<file path="config.mk">
export PLATFORM = sky130hd
export DESIGN_NAME = piso_serializer_flat
export DESIGN_NICKNAME = d
export VERILOG_FILES = /design/src/rtl/piso_serializer_if.sv /design/src/rtl/piso_serializer.sv /design/src/flat_wrapper.sv
export SDC_FILE = /design/constraint.sdc
export NUM_CORES = 1
export LEC_CHECK = 0
export BUFFER_PORTS_ARGS = -buffer_cell sky130_fd_sc_hd__buf_2
export CAP_MARGIN = 20
export CORE_AREA = 2 2 70 45
export CTS_BUF_LIST = sky130_fd_sc_hd__clkbuf_2 sky130_fd_sc_hd__clkbuf_4 sky130_fd_sc_hd__clkbuf_8
export DETAILED_ROUTE_END_ITERATION = 16
export DIE_AREA = 0 0 72 47
export PLACE_DENSITY = 0.6
export SYNTH_ARGS = -nofsm -noshare
export SYNTH_HDL_FRONTEND = slang
export SYNTH_SLANG_ARGS = --single-unit
export TNS_END_PERCENT = 30
</file>
<file path="constraint.sdc">
create_clock -name clk -period 2.1 [get_ports clk]
set_clock_uncertainty 0.2 [all_clocks]
set_input_delay 0.315 -clock clk [delete_from_list [all_inputs] [get_ports clk]]
set_output_delay 0.315 -clock clk [all_outputs]
set_load 0.01 [all_outputs]
</file>
<file path="src/rtl/piso_serializer_if.sv">
// rtl/piso_serializer_if.sv - word-in / bit-out handshake bundle for the PISO serializer
interface piso_serializer_if #(
  parameter int DATA_WIDTH = 16
);
  logic                  din_valid;
  logic [DATA_WIDTH-1:0] din;
  logic                  din_ready;
  logic                  dout;
  logic                  dout_valid;
  logic                  dout_last;

  modport master (
    output din_valid,
    output din,
    input  din_ready,
    input  dout,
    input  dout_valid,
    input  dout_last
  );

  modport slave (
    input  din_valid,
    input  din,
    output din_ready,
    output dout,
    output dout_valid,
    output dout_last
  );
endinterface

</file>
<file path="src/rtl/piso_serializer.sv">
// rtl/piso_serializer.sv - parallel-in/serial-out serializer, one bit per cycle with valid/last framing
module piso_serializer #(
  parameter int DATA_WIDTH = 16,
  parameter bit MSB_FIRST  = 1'b1
) (
  input  logic              clk,
  input  logic              resetn,
  piso_serializer_if.slave  bus
);
  localparam int             CW      = (DATA_WIDTH > 2) ? $clog2(DATA_WIDTH) : 1;
  localparam logic [CW-1:0]  LAST    = CW'(DATA_WIDTH - 1);
  localparam logic [CW-1:0]  PENULT  = CW'(DATA_WIDTH - 2);
  localparam int             OUT_IDX = MSB_FIRST ? DATA_WIDTH - 1 : 0;

  typedef enum logic {IDLE = 1'b0, SHIFT = 1'b1} state_t;

  state_t                state, state_n;
  logic [DATA_WIDTH-1:0] sreg, sreg_n;
  logic [CW-1:0]         cnt, cnt_n;
  logic                  dout_valid, dout_valid_n;
  logic                  dout_last, dout_last_n;
  logic                  at_last;
  logic                  ready;
  logic                  accept;

  assign at_last = (state == SHIFT) && (cnt == LAST);
  assign ready   = (state == IDLE) || at_last;
  assign accept  = bus.din_valid && ready;

  always_ff @(posedge clk or negedge resetn) begin
    if (!resetn) begin
      state      <= IDLE;
      sreg       <= '0;
      cnt        <= '0;
      dout_valid <= 1'b0;
      dout_last  <= 1'b0;
    end else begin
      state      <= state_n;
      sreg       <= sreg_n;
      cnt        <= cnt_n;
      dout_valid <= dout_valid_n;
      dout_last  <= dout_last_n;
    end
  end

  always_comb begin
    state_n = state;
    case (state)
      IDLE:    if (accept) state_n = SHIFT;
      SHIFT:   if (at_last && !accept) state_n = IDLE;
      default: state_n = IDLE;
    endcase
  end

  // The output bit is the output-end flop of sreg, so clearing sreg at end of word zeroes dout.
  always_comb begin
    sreg_n       = sreg;
    cnt_n        = cnt;
    dout_valid_n = dout_valid;
    dout_last_n  = dout_last;
    if (accept) begin
      sreg_n       = bus.din;
      cnt_n        = '0;
      dout_valid_n = 1'b1;
      dout_last_n  = 1'b0;
    end else if (state == SHIFT && !at_last) begin
      cnt_n        = cnt + CW'(1);
      sreg_n       = MSB_FIRST ? {sreg[DATA_WIDTH-2:0], 1'b0} : {1'b0, sreg[DATA_WIDTH-1:1]};
      dout_valid_n = 1'b1;
      dout_last_n  = (cnt == PENULT);
    end else begin
      sreg_n       = '0;
      dout_valid_n = 1'b0;
      dout_last_n  = 1'b0;
    end
  end

  assign bus.din_ready  = ready;
  assign bus.dout       = sreg[OUT_IDX];
  assign bus.dout_valid = dout_valid;
  assign bus.dout_last  = dout_last;
endmodule

</file>
<file path="src/flat_wrapper.sv">
// flat-port wrapper written by rule: the top's interface ports become plain ports
module piso_serializer_flat 
#(
  parameter int DATA_WIDTH = 16,
  parameter bit MSB_FIRST  = 1'b1
)
  (clk, resetn, bus_din_valid, bus_din, bus_din_ready, bus_dout, bus_dout_valid, bus_dout_last);
  piso_serializer_if #(.DATA_WIDTH(DATA_WIDTH)) bus_i ();
  input  logic clk;
  input  logic resetn;
  input wire logic [$bits(bus_i.din_valid)-1:0] bus_din_valid;
  input wire logic [$bits(bus_i.din)-1:0] bus_din;
  output wire logic [$bits(bus_i.din_ready)-1:0] bus_din_ready;
  output wire logic [$bits(bus_i.dout)-1:0] bus_dout;
  output wire logic [$bits(bus_i.dout_valid)-1:0] bus_dout_valid;
  output wire logic [$bits(bus_i.dout_last)-1:0] bus_dout_last;
  assign bus_i.din_valid = bus_din_valid;
  assign bus_i.din = bus_din;
  assign bus_din_ready = bus_i.din_ready;
  assign bus_dout = bus_i.dout;
  assign bus_dout_valid = bus_i.dout_valid;
  assign bus_dout_last = bus_i.dout_last;
  piso_serializer #(.DATA_WIDTH(DATA_WIDTH), .MSB_FIRST(MSB_FIRST)) u_core (.clk(clk), .resetn(resetn), .bus(bus_i));
endmodule
</file>
* Word level (Yosys, flattened, before mapping) *
Index checks and enable logic that the tools add are counted.

operators by class
  add/subtract/negate cells = 1
  eq/ne operators = 2
  muxes and demuxes = 11
  bitwise logic cells = 1
  reductions and logical operators = 8

operator list
  operator                                                       count
  16-bit two-way mux                                             2
  4-bit == test, second input constant                           2
  4-bit two-way mux                                              2
  1-bit two-way mux                                              6
  4-bit by 1-bit adder with 4-bit output, second input constant  1
  1-bit logical AND                                              4
  1-bit zero test                                                2
  1-bit case mux with 2 select lines                             1
  2-bit nonzero test                                             1
  1-bit logical OR                                               1
  1-bit NOT                                                      1

word-level totals
  register bits = 23
  output and inout port bits = 4
  logic and storage cells = 28

* Longest topological paths before layout *
  depth after elaboration = 8
  depth in mapped cells = 5
  gate-level depth less buffers = 4

* Worst setup path before layout *
No wires, ideal clock.

  path type = flip-flop to output port
  from = register u_core.cnt[0]
  to = output port bus_din_ready
  arrival time = 965 ps
  slack = 620 ps
  stages on the path, launching flop included = 5
  buffers on the path = 1
  path through = dfrtp_1 > ha_1 > nand3_2 > nand2_4 > buf_12

between the ends
  word-level cells in the longest chain between the ends = 3

RTL lines
  element                 RTL line               RTL
  from (decl)             piso_serializer.sv:19  logic [CW-1:0] cnt, cnt_n;
  from (signal assigned)  piso_serializer.sv:40  cnt <= cnt_n;
  4-bit == test           piso_serializer.sv:26  assign at_last = (state == SHIFT) && (cnt == LAST);
  1-bit logical AND       piso_serializer.sv:26
  1-bit logical OR        piso_serializer.sv:27  assign ready = (state == IDLE) || at_last;
  to (decl)               flat_wrapper.sv:13     output wire logic [$bits(bus_i.din_ready)-1:0] bus_din_ready;

No other way between the ends.

* Worst setup path after layout *
Ends and elaborated chain as after synthesis.

==> impl_metrics.env <==
export IMPL_first_global_vias=654
export IMPL_cts_buffers=3
export IMPL_htreeDepth=1
export IMPL_rsz0062_at_grt="false"
export IMPL_rr_startpoint="u_core.cnt[0]$_DFFE_PN0P_"
export IMPL_hold_violations=0
export IMPL_p_sw_frac=0.328
export IMPL_antenna_left=0
export IMPL_cts_tree="done"
export IMPL_power_density_mw_per_mm2=1140
export IMPL_r2r_cells=5
export IMPL_gp_congestion=0.789
export IMPL_slew_headroom=0.657
export IMPL_fp_row_count=15
export IMPL_min_to="u_core.sreg[0]$_DFF_PN0_"
export IMPL_fin_crit_sh=0.933
export IMPL_min_path_type="input pin to flop"
export IMPL_synth_seq_cells=23
export IMPL_ys_seq_area_frac=0.540
export IMPL_finalNetCount=144
export IMPL_p_switching_w=0.000460
export IMPL_hold_start="bus_din[0]"
export IMPL_die_area_sq_mm=0.00338
export IMPL_yosysTopAreaCellShare=0.540
export IMPL_yosysWarnings=0
export IMPL_cp_max_fo=14
export IMPL_leakagePower_nw=0.603
export IMPL_drc=0
export IMPL_syn_area_sq_mm=0.00107
export IMPL_clockBufferDepth=2
export IMPL_start_util=0.386
export IMPL_multi_input_area_sq_um=373
export IMPL_status="finished clean"
export IMPL_tns_ps=0
export IMPL_regArea_sq_um=576
export IMPL_whs_ps=91.4
export IMPL_fin_crit_ps=1960
export IMPL_max_cap_viol_count=0
export IMPL_reg2reg_slack_ps=330
export IMPL_max_stage_delay_ps=430
export IMPL_start_kind="flop"
export IMPL_grt_ovfl_total=0
export IMPL_die_h_microns=47
export IMPL_clk_pin_slew_ps=80
export IMPL_vdd_drop_max_mv=0.490
export IMPL_yosysTopAreaCell="dfrtp_1"
export IMPL_antenna_found_initial=0
export IMPL_worstSkewPairLatency_ps=260
export IMPL_cts_root_buf="clkbuf_8"
export IMPL_wire_per_inst_microns=11.8
export IMPL_seqPwrFrac=0.491
export IMPL_viasPerCell=4.44
export IMPL_setup_viol=0
export IMPL_die_x_microns=72
export IMPL_crit_path_end_kind="primary output"
export IMPL_slew_violations=0
export IMPL_internal_power_w=0.000945
export IMPL_cp_cell_sequence="ha_1, nand3_2, nand2_4, buf_2"
export IMPL_fillers=272
export IMPL_vias=692
export IMPL_critPathKind="flop to primary output"
export IMPL_core_area_sq_mm=0.00276
export IMPL_dpl_hpwl_microns=1300
export IMPL_p_clk_frac=0.190
export IMPL_top_level_ports=23
export IMPL_num_antenna_cells=0
export IMPL_port_buffer_count=22
export IMPL_synth_area_leaders="dfrtp_1, mux2i_1, nand2_1"
export IMPL_max_freq_mhz=510
export IMPL_netlist_instances=98
export IMPL_whs_path_depth=2
export IMPL_drt_iter0_drc=32
export IMPL_grt_first_pass_wirelength_microns=3030
export IMPL_cp_required_ps=1580
export IMPL_synthDistinctLibCells=21
export IMPL_syn2layout_area_growth_pct=15.6
export IMPL_arrival_ps=1450
export IMPL_critPathSlowestCell="dfrtp_1"
export IMPL_synthesis_nets=119
export IMPL_first_pass_iters=4
export IMPL_layout_drive_gt1_share=0.246
export IMPL_grt_max_degree=24
export IMPL_worst_slew_pin_slew_ps=515
export IMPL_pwr_share_comb=0.319
export IMPL_cts_sinks=23
export IMPL_avgSynthCellArea_sq_um=10.9
export IMPL_regToRegEndpoint="u_core.sreg[11]$_DFF_PN0_"
export IMPL_post_cts_setup_buffers=0
export IMPL_track_usage=0.120
export IMPL_finalWirelength_microns=1850
sequential cells by signal, summed over array words and instances, names as in the netlist:
signal	cells
u_core.bus.dout_last	1
u_core.bus.dout_valid	1
u_core.cnt	4
u_core.sreg	16
u_core.state	1
metal layers:
layer,part of all wire,global-route usage
met1,0.55,0.178
met2,0.39,0.172
met3,0.061,0.0472
met4,0,0.0113
met5,0,0
worst max-delay path by stage:
stage | start | to | slack, ps | cells after the start
2_1_floorplan | u_core.cnt[0]$_DFFE_PN0P_ | bus_din_ready | 620 | 4
3_3_place_gp | u_core.cnt[0]$_DFFE_PN0P_ | u_core.sreg[10]$_DFF_PN0_ | 460 | 5
3_5_place_dp | u_core.cnt[0]$_DFFE_PN0P_ | u_core.sreg[12]$_DFF_PN0_ | 360 | 5
4_1_cts | u_core.cnt[0]$_DFFE_PN0P_ | bus_din_ready | 150 | 4
5_1_grt | u_core.cnt[0]$_DFFE_PN0P_ | bus_din_ready | 30 | 4
6_report | u_core.cnt[0]$_DFFE_PN0P_ | bus_din_ready | 140 | 4
power by group through the flow:
stage                     Clock, W  Combinational (W)  Sequential (W)
after floorplan                  0           0.000375        0.000685
after global placement           0           0.000435        0.000690
after detailed placement         0           0.000454        0.000696
after CTS                 0.000277           0.000457        0.000688
after global routing      0.000292           0.000503        0.000711
final                     0.000267           0.000448        0.000690
cell type report:
class / count / share of cell area
Timing Repair Buffer: 24 / 0.104
Tap cell: 34 / 0.0345
Multi-Input combinational cell: 53 / 0.303
Clock inverter: 1 / 0.00406
Inverter: 18 / 0.0548
Clock buffer: 3 / 0.0335
Sequential cell: 23 / 0.467
cells in the mapped netlist, drive strengths merged:
| cell | count |
|---|---|
| and4b | 1 |
| and3 | 1 |
| dfrtp | 23 |
| and2b | 1 |
| ha | 2 |
| nand2 | 21 |
| nand3 | 2 |
| nand2b | 1 |
| buf | 4 |
| inv | 18 |
| o211ai | 1 |
| a21oi | 1 |
| o21ai | 1 |
| a32oi | 1 |
| nor2 | 1 |
| nor2b | 1 |
| mux2i | 17 |
| a22o | 1 |
stage by stage:
step / cell area (sq um) / worst slack (ps) / utilization / std cells / power (W)
detailed placement: 1180 / 365 / 0.426 / 151 / 0.00115
global route: 1230 / 30.9 / 0.447 / 156 / 0.00151
global placement: 1180 / 464 / 0.426 / 151 / 0.00113
floorplan: 1070 / 620 / - / 98 / 0.00106
CTS: 1230 / 149 / 0.447 / 156 / 0.00142
finish: 1230 / 140 / 0.447 / 156 / 0.00141
critical path: cells and delay by family, from the launching register on:
kind	cells	cell delay, ps
flip-flops	1	430
buffers and inverters	1	170
AND/OR/NAND/NOR	2	320
adder cells (fa/ha/maj)	1	260
cell usage in the layout, fill, tap and decap left out, types with 2 or more instances in the layout:
| cell | instances |
|---|---|
| mux2i_1 | 17 |
| inv_1 | 18 |
| dfrtp_1 | 23 |
| nand2_1 | 20 |
| clkbuf_8 | 3 |
| buf_2 | 22 |
| ha_1 | 2 |
kinds of logic (layout without fill, tap and decap cells):
group / after synthesis / count (layout) / synth area share
AOI/OAI and AO/OA: 5 / 5 / 0.0329
adders and majority gates: 2 / 2 / 0.0235
buffers and inverters: 22 / 46 / 0.110
DFF: 23 / 23 / 0.540
muxes: 17 / 17 / 0.160
and+or+nand+nor: 29 / 29 / 0.134
timing repair:
action,in CTS,in global routing
hold buffers,1,0
gates resized for setup,0,0
hold endpoints to repair,23,0
setup endpoints to repair,0,0
No activity file was read; power rests on OpenSTA's default activity.
